===== src/rtl/lpif_lsm.sv =====
// PHY-side LPIF logical state machine: arbitrates link-layer state requests against LTSSM events.
// Optional stall_ack timeout is compiled in with LPIF_STALL_TIMEOUT_EN.
//
// state     | meaning
// ----------+-----------------------------------------------------------
// S_RST     | link not trained / reset, all status low
// S_ACT     | link active, trdy enabled
// S_STALL   | stall_req raised, waiting for link-layer drain (reports ACTIVE)
// S_RETRAIN | PHY retraining/recentering
// S_L1      | L1 entry requested; reports L1 once LTSSM confirms
// S_LERR    | link error, waits for LINKRESET request
module lpif_lsm #(
    parameter int STALL_TIMEOUT = 64,
    parameter int TO_W          = 7
) (
    input  logic       PCLK,
    input  logic       reset,
    input  logic [3:0] state_req,
    input  logic       stall_ack,
    input  logic       phy_linkup,
    input  logic       phy_recovery,
    input  logic       phy_in_l1,
    input  logic       phy_link_error,
    output logic [3:0] state_sts,
    output logic       link_up,
    output logic       stall_req,
    output logic       phyinrecenter,
    output logic       phyinl1,
    output logic       trdy_en,
    output logic       ltssm_retrain_req,
    output logic       ltssm_l1_req
);

    localparam logic [3:0] ENC_NOP       = 4'b0000;
    localparam logic [3:0] ENC_ACTIVE    = 4'b0001;
    localparam logic [3:0] ENC_L1        = 4'b0101;
    localparam logic [3:0] ENC_LINKRESET = 4'b1001;
    localparam logic [3:0] ENC_LINKERROR = 4'b1010;
    localparam logic [3:0] ENC_RETRAIN   = 4'b1011;

    if (2 ** TO_W <= STALL_TIMEOUT) begin : g_to_w_check
        $error("lpif_lsm: TO_W too narrow for STALL_TIMEOUT");
    end

    typedef enum logic [2:0] {
        S_RST, S_ACT, S_STALL, S_RETRAIN, S_L1, S_LERR
    } state_t;

    state_t     state_q, state_d;
    state_t     tgt_q, tgt_d;
    logic       l1_res_q, l1_res_d;
    logic [3:0] state_sts_q, state_sts_d;
    logic       link_up_q, link_up_d;
    logic       stall_req_q, stall_req_d;
    logic       phyinrecenter_q, phyinrecenter_d;
    logic       phyinl1_q, phyinl1_d;
    logic       trdy_en_q, trdy_en_d;
    logic       retrain_req_q, retrain_req_d;
    logic       l1_req_q, l1_req_d;
`ifdef LPIF_STALL_TIMEOUT_EN
    logic [TO_W-1:0] to_cnt_q, to_cnt_d;
`endif

    always_comb begin
        state_d       = state_q;
        tgt_d         = tgt_q;
        l1_res_d      = l1_res_q;
        retrain_req_d = 1'b0;

        if (phy_link_error) begin
            state_d = S_LERR;
        end else begin
            case (state_q)
                S_RST:
                    if (phy_linkup && state_req == ENC_ACTIVE) state_d = S_ACT;
                S_ACT:
                    if (phy_recovery) begin
                        state_d = S_STALL;
                        tgt_d   = S_RETRAIN;
                    end else if (state_req == ENC_RETRAIN) begin
                        state_d       = S_STALL;
                        tgt_d         = S_RETRAIN;
                        retrain_req_d = 1'b1;
                    end else if (state_req == ENC_L1) begin
                        state_d = S_STALL;
                        tgt_d   = S_L1;
                    end else if (!phy_linkup) begin
                        state_d = S_RST;
                    end
                S_STALL:
                    if (stall_ack) state_d = tgt_q;
`ifdef LPIF_STALL_TIMEOUT_EN
                    else if (to_cnt_q == TO_W'(STALL_TIMEOUT)) state_d = S_LERR;
`endif
                S_RETRAIN:
                    if (!phy_recovery) state_d = phy_linkup ? S_ACT : S_RST;
                // L1 exit only counts after the LTSSM has actually reached L1
                S_L1:
                    if (phy_in_l1)     l1_res_d = 1'b1;
                    else if (l1_res_q) state_d  = S_RETRAIN;
                S_LERR:
                    if (state_req == ENC_LINKRESET) state_d = S_RST;
                default:
                    state_d = S_RST;
            endcase
        end

        if (state_d != S_L1) l1_res_d = 1'b0;

        if (state_d != S_L1)      l1_req_d = 1'b0;
        else if (state_q != S_L1) l1_req_d = 1'b1;
        else                      l1_req_d = l1_req_q && (state_req != ENC_ACTIVE);

        link_up_d       = (state_d == S_ACT) || (state_d == S_STALL) ||
                          (state_d == S_RETRAIN) || (state_d == S_L1);
        trdy_en_d       = (state_d == S_ACT);
        stall_req_d     = (state_d == S_STALL);
        phyinrecenter_d = (state_d == S_RETRAIN);
        phyinl1_d       = (state_d == S_L1) && l1_res_d;

        case (state_d)
            S_ACT, S_STALL: state_sts_d = ENC_ACTIVE;
            S_RETRAIN:      state_sts_d = ENC_RETRAIN;
            S_L1:           state_sts_d = l1_res_d ? ENC_L1 : ENC_ACTIVE;
            S_LERR:         state_sts_d = ENC_LINKERROR;
            default:        state_sts_d = ENC_NOP;
        endcase
    end

`ifdef LPIF_STALL_TIMEOUT_EN
    always_comb begin
        to_cnt_d = to_cnt_q;
        if (state_q != S_STALL)  to_cnt_d = '0;
        else if (to_cnt_q != '1) to_cnt_d = to_cnt_q + TO_W'(1);
    end
`endif

    always_ff @(posedge PCLK or negedge reset) begin
        if (!reset) begin
            state_q         <= S_RST;
            tgt_q           <= S_RETRAIN;
            l1_res_q        <= 1'b0;
            state_sts_q     <= ENC_NOP;
            link_up_q       <= 1'b0;
            stall_req_q     <= 1'b0;
            phyinrecenter_q <= 1'b0;
            phyinl1_q       <= 1'b0;
            trdy_en_q       <= 1'b0;
            retrain_req_q   <= 1'b0;
            l1_req_q        <= 1'b0;
`ifdef LPIF_STALL_TIMEOUT_EN
            to_cnt_q        <= '0;
`endif
        end else begin
            state_q         <= state_d;
            tgt_q           <= tgt_d;
            l1_res_q        <= l1_res_d;
            state_sts_q     <= state_sts_d;
            link_up_q       <= link_up_d;
            stall_req_q     <= stall_req_d;
            phyinrecenter_q <= phyinrecenter_d;
            phyinl1_q       <= phyinl1_d;
            trdy_en_q       <= trdy_en_d;
            retrain_req_q   <= retrain_req_d;
            l1_req_q        <= l1_req_d;
`ifdef LPIF_STALL_TIMEOUT_EN
            to_cnt_q        <= to_cnt_d;
`endif
        end
    end

    assign state_sts         = state_sts_q;
    assign link_up           = link_up_q;
    assign stall_req         = stall_req_q;
    assign phyinrecenter     = phyinrecenter_q;
    assign phyinl1           = phyinl1_q;
    assign trdy_en           = trdy_en_q;
    assign ltssm_retrain_req = retrain_req_q;
    assign ltssm_l1_req      = l1_req_q;

endmodule


===== config.mk =====
export PLATFORM = sky130hd
export DESIGN_NAME = lpif_lsm
export DESIGN_NICKNAME = d
export VERILOG_FILES = /design/src/rtl/lpif_lsm.sv
export SDC_FILE = /design/constraint.sdc
export NUM_CORES = 1
export LEC_CHECK = 0
export BUFFER_PORTS_ARGS = -buffer_cell sky130_fd_sc_hd__buf_2
export CORE_MARGIN = 4
export CORE_UTILIZATION = 44
export CTS_CLUSTER_SIZE = 12
export DETAILED_ROUTE_END_ITERATION = 12
export PLACE_DENSITY_LB_ADDON = 0.3
export SETUP_SLACK_MARGIN = 0.2
export SLEW_MARGIN = 20
export SYNTH_ARGS = -nofsm -noshare
export SYNTH_HDL_FRONTEND = slang
export SYNTH_SLANG_ARGS = --single-unit
export TNS_END_PERCENT = 5

===== constraint.sdc =====
create_clock -name PCLK -period 1.5 [get_ports PCLK]
set_input_delay 0.3 -clock PCLK [delete_from_list [all_inputs] [get_ports PCLK]]
set_output_delay 0.3 -clock PCLK [all_outputs]
set_load 0.005 [all_outputs]

Word-level counts from Yosys, hierarchy flattened. Index checks and enable logic that the tools add are counted.

Equal/unequal tests: 17. Bitwise gates (word level): 1. Mux-type cells: 28. Reductions and logical operators: 10.

Operators by type and width (count): two-way mux 3 bit (15); case mux 3 bit (6 select lines) (1); case mux 4 bit (4 select lines) (1); == test 3 x 2 -> 1 bit, second input constant (4); == test 3 bit, second input constant (4); two-way mux 1 bit (11); == test 4 bit, second input constant (2); == test 3 x 1 -> 1 bit, second input constant (2); != test 3 bit, second input constant (2); == test 4 x 1 -> 1 bit, second input constant (1); == test 4 x 3 -> 1 bit, second input constant (1); != test 4 x 1 -> 1 bit, second input constant (1); logical AND 1 bit (3); logical NOT 3 bit (1); logical OR 1 bit (3); AND reduction 3 bit (1); nonzero test 3 bit (1); OR reduction 2 bit (1); NOT 1 bit (1).

Bits in registers: 18. Output and inout port bits: 11. Bits of input ports: 11. Logic and storage cells: 67.

Logic depth before layout (Yosys ltp).
Word-level depth: 10. Gate-level depth with buffers: 6. Gate-level depth less buffers: 6.

Worst setup path before layout. OpenSTA, ideal clock, no wires.

Kind: flip-flop to flip-flop. Start: register state_q[0]. End: register state_sts_q[1], in the netlist state_sts[1]. Buffers on the path: 1. Stages on the path, launching flop included: 7. Slack: -0.069 ns. Period minus slack after synthesis: 1.569 ns. Required time: 1.366 ns. Setup time: 0.134 ns. Data arrival time: 1.435 ns. Path through: dfrtp_1 > clkbuf_2 > or3b_1 > a32oi_1 > o21ai_2 > nor3b_1 > nor3_1.

Elaborated cells between the ends (all ways): 25. Classes of those cells: eq/ne: 10; mux: 13; reduce/logical: 2.

RTL lines: start: declaration (line 49) `state_t state_q, state_d;`; start signal: assignment (line 155) `state_q <= state_d;`; == test 3 bit (tied with other cells) (line 73) `case (state_q)`; case mux 3 bit (6 select lines) * (line 73); two-way mux 3 bit * (line 70) `if (phy_link_error) begin`; via state_d[1] (line 49); == test 3 x 2 -> 1 bit or == test 3 x 1 -> 1 bit (tied branches) (line 121) `case (state_d)`; OR reduction 2 bit (line 121); case mux 4 bit (4 select lines) * (line 121); via state_sts_d[1] (line 52) `logic [3:0] state_sts_q, state_sts_d;`; end signal: assignment (line 158) `state_sts_q <= state_sts_d;`; end: declaration (line 52).

The timed path passes the listed nets; every way through them passes the cells marked *. A chain may end at the register's enable or synchronous reset.

Worst setup path after layout.
Start: register state_q[1]. End: register l1_res_q.

Cells in the longest elaborated chain, start to end: 8. Elaborated cells between the ends (all ways): 22. Classes of those cells: eq/ne: 6; mux: 15; reduce/logical: 1.

Ends and longest elaborated chain: two-way mux 3 bit (line 87) `end else if (!phy_linkup) begin`; two-way mux 3 bit (line 84) `end else if (state_req == ENC_L1) begin`; two-way mux 3 bit (line 80) `end else if (state_req == ENC_RETRAIN) begin`; two-way mux 3 bit (line 77) `if (phy_recovery) begin`; case mux 3 bit (6 select lines) (line 73); two-way mux 3 bit (line 70); != test 3 bit (line 108) `if (state_d != S_L1) l1_res_d = 1'b0;`; two-way mux 1 bit * (line 108); via l1_res_d (line 51) `logic l1_res_q, l1_res_d;`; end signal: assignment (line 157) `l1_res_q <= l1_res_d;`; end: declaration (line 51).

Marked as above.

==> summary.md <==
| Metric | Value |
|---|---|
| Placed Instances | `121` |
| Syn_nets | `83` |
| Switching Power | `260.9 uW` |
| Max-cap violation count | `0` |
| CP max stage delay | `620 ps` |
| Routability cong. | `0.7993` |
| Full die area | `2428 sq um` |
| Max-slew headroom | `71.89%` |
| Via/cell ratio | `5.453` |
| Boundary pin count | `22` |
| Peak supply drop | `574.3 uV` |
| PD cells | `822.5 nW/um^2` |
| Power Total | `932.4 uW` |
| CP Buf/Inv Count | `0` |
| Area grow syn2layout | `51.25%` |
| Sw Ratio | `27.98%` |
| F_max | `596.0 MHz` |
| Nets | `124` |
| Seq cells post-synth | `15` |
| Final Setup Violations | `9` |
| Largest net degree at the start of global routing | `16` |
| Antenna cells | `0` |
| Hold Crit Class | `in2reg` |
| Starting DRT DRC Count | `19` |
| Root buf cell | `clkbuf_4` |
| Leak | `0.0005607 uW` |
| Clock sink total | `15` |
| First-pass GRT wire length | `3187 um` |
| Clock Latency Late Sink | `280 ps` |
| Initial antenna violation count | `0` |
| Share of cells above drive strength 1 | `55.36%` |
| Internal power | `671.6 uW` |
| Seq/Total Area, Yosys | `50.25%` |
| Worst setup margin | `-177.9 ps` |
| Mapped cell area | `749.5 sq um` |
| Status | `finished, violations left` |
| Crit path max fanout | `5` |
| CP max stage cell | `or4_4` |
| Syn Area/Cell | `10.41 sq um` |
| Dpl ws | `-234.9 ps` |
| Die H | `49.27 um` |
| WL/cell | `14.91 um` |
| Yosys top cell by area | `dfrtp_1` |
| Fin util | `72.71%` |
| Final Slew Violations | `0` |
| Max clock buf depth | `2` |
| Hpwl dp | `1323 um` |
| Drt pass-1 iters | `4` |
| Sequential share of power | `51.6%` |
| R2R cell count | `5` |
| GRT Util Overall | `17.05%` |
| Remaining Overflow, GRT | `0` |
| Fin cells | `128` |
| Clock share of power | `24.6%` |
| Routed wire length | `1909 um` |
| Crit path launch type | `flop` |
| Synth top area share | `46.74%` |
| Crit path cell chain | `nor4bb_4 -> nand2_1 -> nand4_1 -> or4_4 -> nor2_1` |
| Hold Vio Cnt, Final | `0` |
| Period utilization | `111.9%` |
| Fin Clk Skew | `1.659 ps` |
| Cell depth of the worst setup path | `5` |
| Vias | `698` |
| CP top delay family | `simple AND/OR/NAND/NOR gates` |
| Site Rows | `14` |
| Area contributors post-synth | `dfrtp_1, nor2_1, dfstp_2` |
| Core Footprint | `1559 sq um` |
| IO Port Bufs | `21` |
| Nature of the critical path endpoint | `flop` |
| Mapped Cells | `72` |
| Synth cell types | `33` |
| Remaining antenna violation count | `0` |
| Clock Pin Slew Worst Setup and Hold Paths | `90 ps` |
| Failing checks | `setup timing` |
| Arrival @ worst endpoint | `1900 ps` |
| Crit path kind | `reg2reg` |
| Slew @ Worst Pin | `418.5 ps` |
| Vias in the first global route | `740` |
| Minimum clock period | `1678 ps` |
| Req. time, crit path | `1720 ps` |
| Hold Path Depth | `3` |
| CTS tree | `yes` |
| TritonCTS Buffers | `3` |
| CTS H-tree lvls | `1` |
| Power share of the combinational group | `23.8%` |
| DIE WIDTH | `49.27 um` |
| RSZ-0062 raised after global routing | `true` |
| DRC | `0` |
| Initial core utilization | `48.07%` |
| Synth warn | `0` |
[kinds of logic (layout without fill, tap and decap cells)]
family	Yosys count	count (layout)	synth area share, %
buf+inv	6	46	3.672
simple gates	40	40	33.72
compound gates	9	9	9.517
flops	15	15	50.25
mux	2	2	2.838
[layer usage]
metal	part of all wire, %	GRT usage, %
met5	0	0
met4	1.2	5.687
met3	6.2	3.670
met2	51	29.69
met1	41	20.58
[layout make-up]
class	count	area, sq um
Multi-Input combinational cell	51	440.4
Fill cell	110	425.4
Sequential cell	15	379.1
Timing Repair Buffer	38	251.5
Clock buffer	3	22.52
Tap cell	16	20.02
Inverter	4	15.01
Clock inverter	1	5.005
[power groups by stage]
| stage | registers, uW | clock network [uW] | logic [uW] |
|---|---|---|---|
| floorplan | 480 | 0 | 95.1 |
| global placement | 479 | 0 | 193 |
| detailed placement | 481 | 0 | 197 |
| CTS | 479 | 232 | 213 |
| global route | 489 | 262 | 242 |
| finish | 482 | 229 | 222 |
[path summary, 6_finish.rpt]
path / startpoint / to / slack (ps)
max: state_q[1] / l1_res_q / -180
min: phy_recovery / ltssm_retrain_req / 330
max reg2reg: state_q[1] / l1_res_q / -180
min reg2reg: tgt_q[2] / tgt_q[2] / 560
max in group asynchronous: reset / tgt_q[1] / 770
min in group asynchronous: reset / tgt_q[2] / 440
[state kept, by name (all words and copies together) (netlist names)]
| signal | flops |
|---|---|
| link_up | 1 |
| trdy_en | 1 |
| state_sts | 3 |
| l1_res_q | 1 |
| state_q | 3 |
| tgt_q | 2 |
| phyinrecenter | 1 |
| stall_req | 1 |
| ltssm_l1_req | 1 |
| ltssm_retrain_req | 1 |
[what timing repair did]
action / CTS / global route
buffers inserted: 1 / 1
hold buffers: 1 / 0
resized for setup: 12 / 10
hold endpoints to repair: 14 / 0
pin swaps: 2 / 7
setup endpoints to repair: 15 / 15
[cells in the final DEF (no fill, tap or decap), types with 3 or more instances in the layout]
cell and n:
nor3_1 3, inv_1 4, dfrtp_1 12, clkbuf_4 3
nand2_1 5, buf_4 14, buf_2 21, nor2_1 6
[worst register-to-register path, delay by kind of cell (launching register included)]
| family | cells | cell delay (ps) |
|---|---|---|
| AND/OR/NAND/NOR | 5 | 1170 |
| flip-flops | 1 | 430 |
[cell usage after synthesis, drive strengths merged]
cell and instances:
a31oi 1, a32oi 2, and2b 2, and4 1, and4b 1, and4bb 1
buf 1, clkbuf 1, dfrtp 14, dfstp 1, inv 4, mux2 1
mux2i 1, nand2 6, nand2b 2, nand3 2, nand4 1, nand4b 2
nor2 8, nor2b 4, nor3 3, nor3b 2, nor4b 2, nor4bb 1
o211a 1, o211ai 1, o21ai 2, o311ai 1, o31ai 1, or3b 1
or4 1
[per-stage QoR]
step | hold slack [ps] | area (sq um) | setup TNS (ps)
2_1_floorplan | 4.409 | 758.2 | -301.7
3_3_place_gp | 216.1 | 979.7 | -2137
3_5_place_dp | 219.9 | 979.7 | -2045
4_1_cts | 302.4 | 1081 | -915.5
5_1_grt | 323.6 | 1134 | -1610
6_report | 325.3 | 1134 | -1010
(Power assumes the default switching activity.)
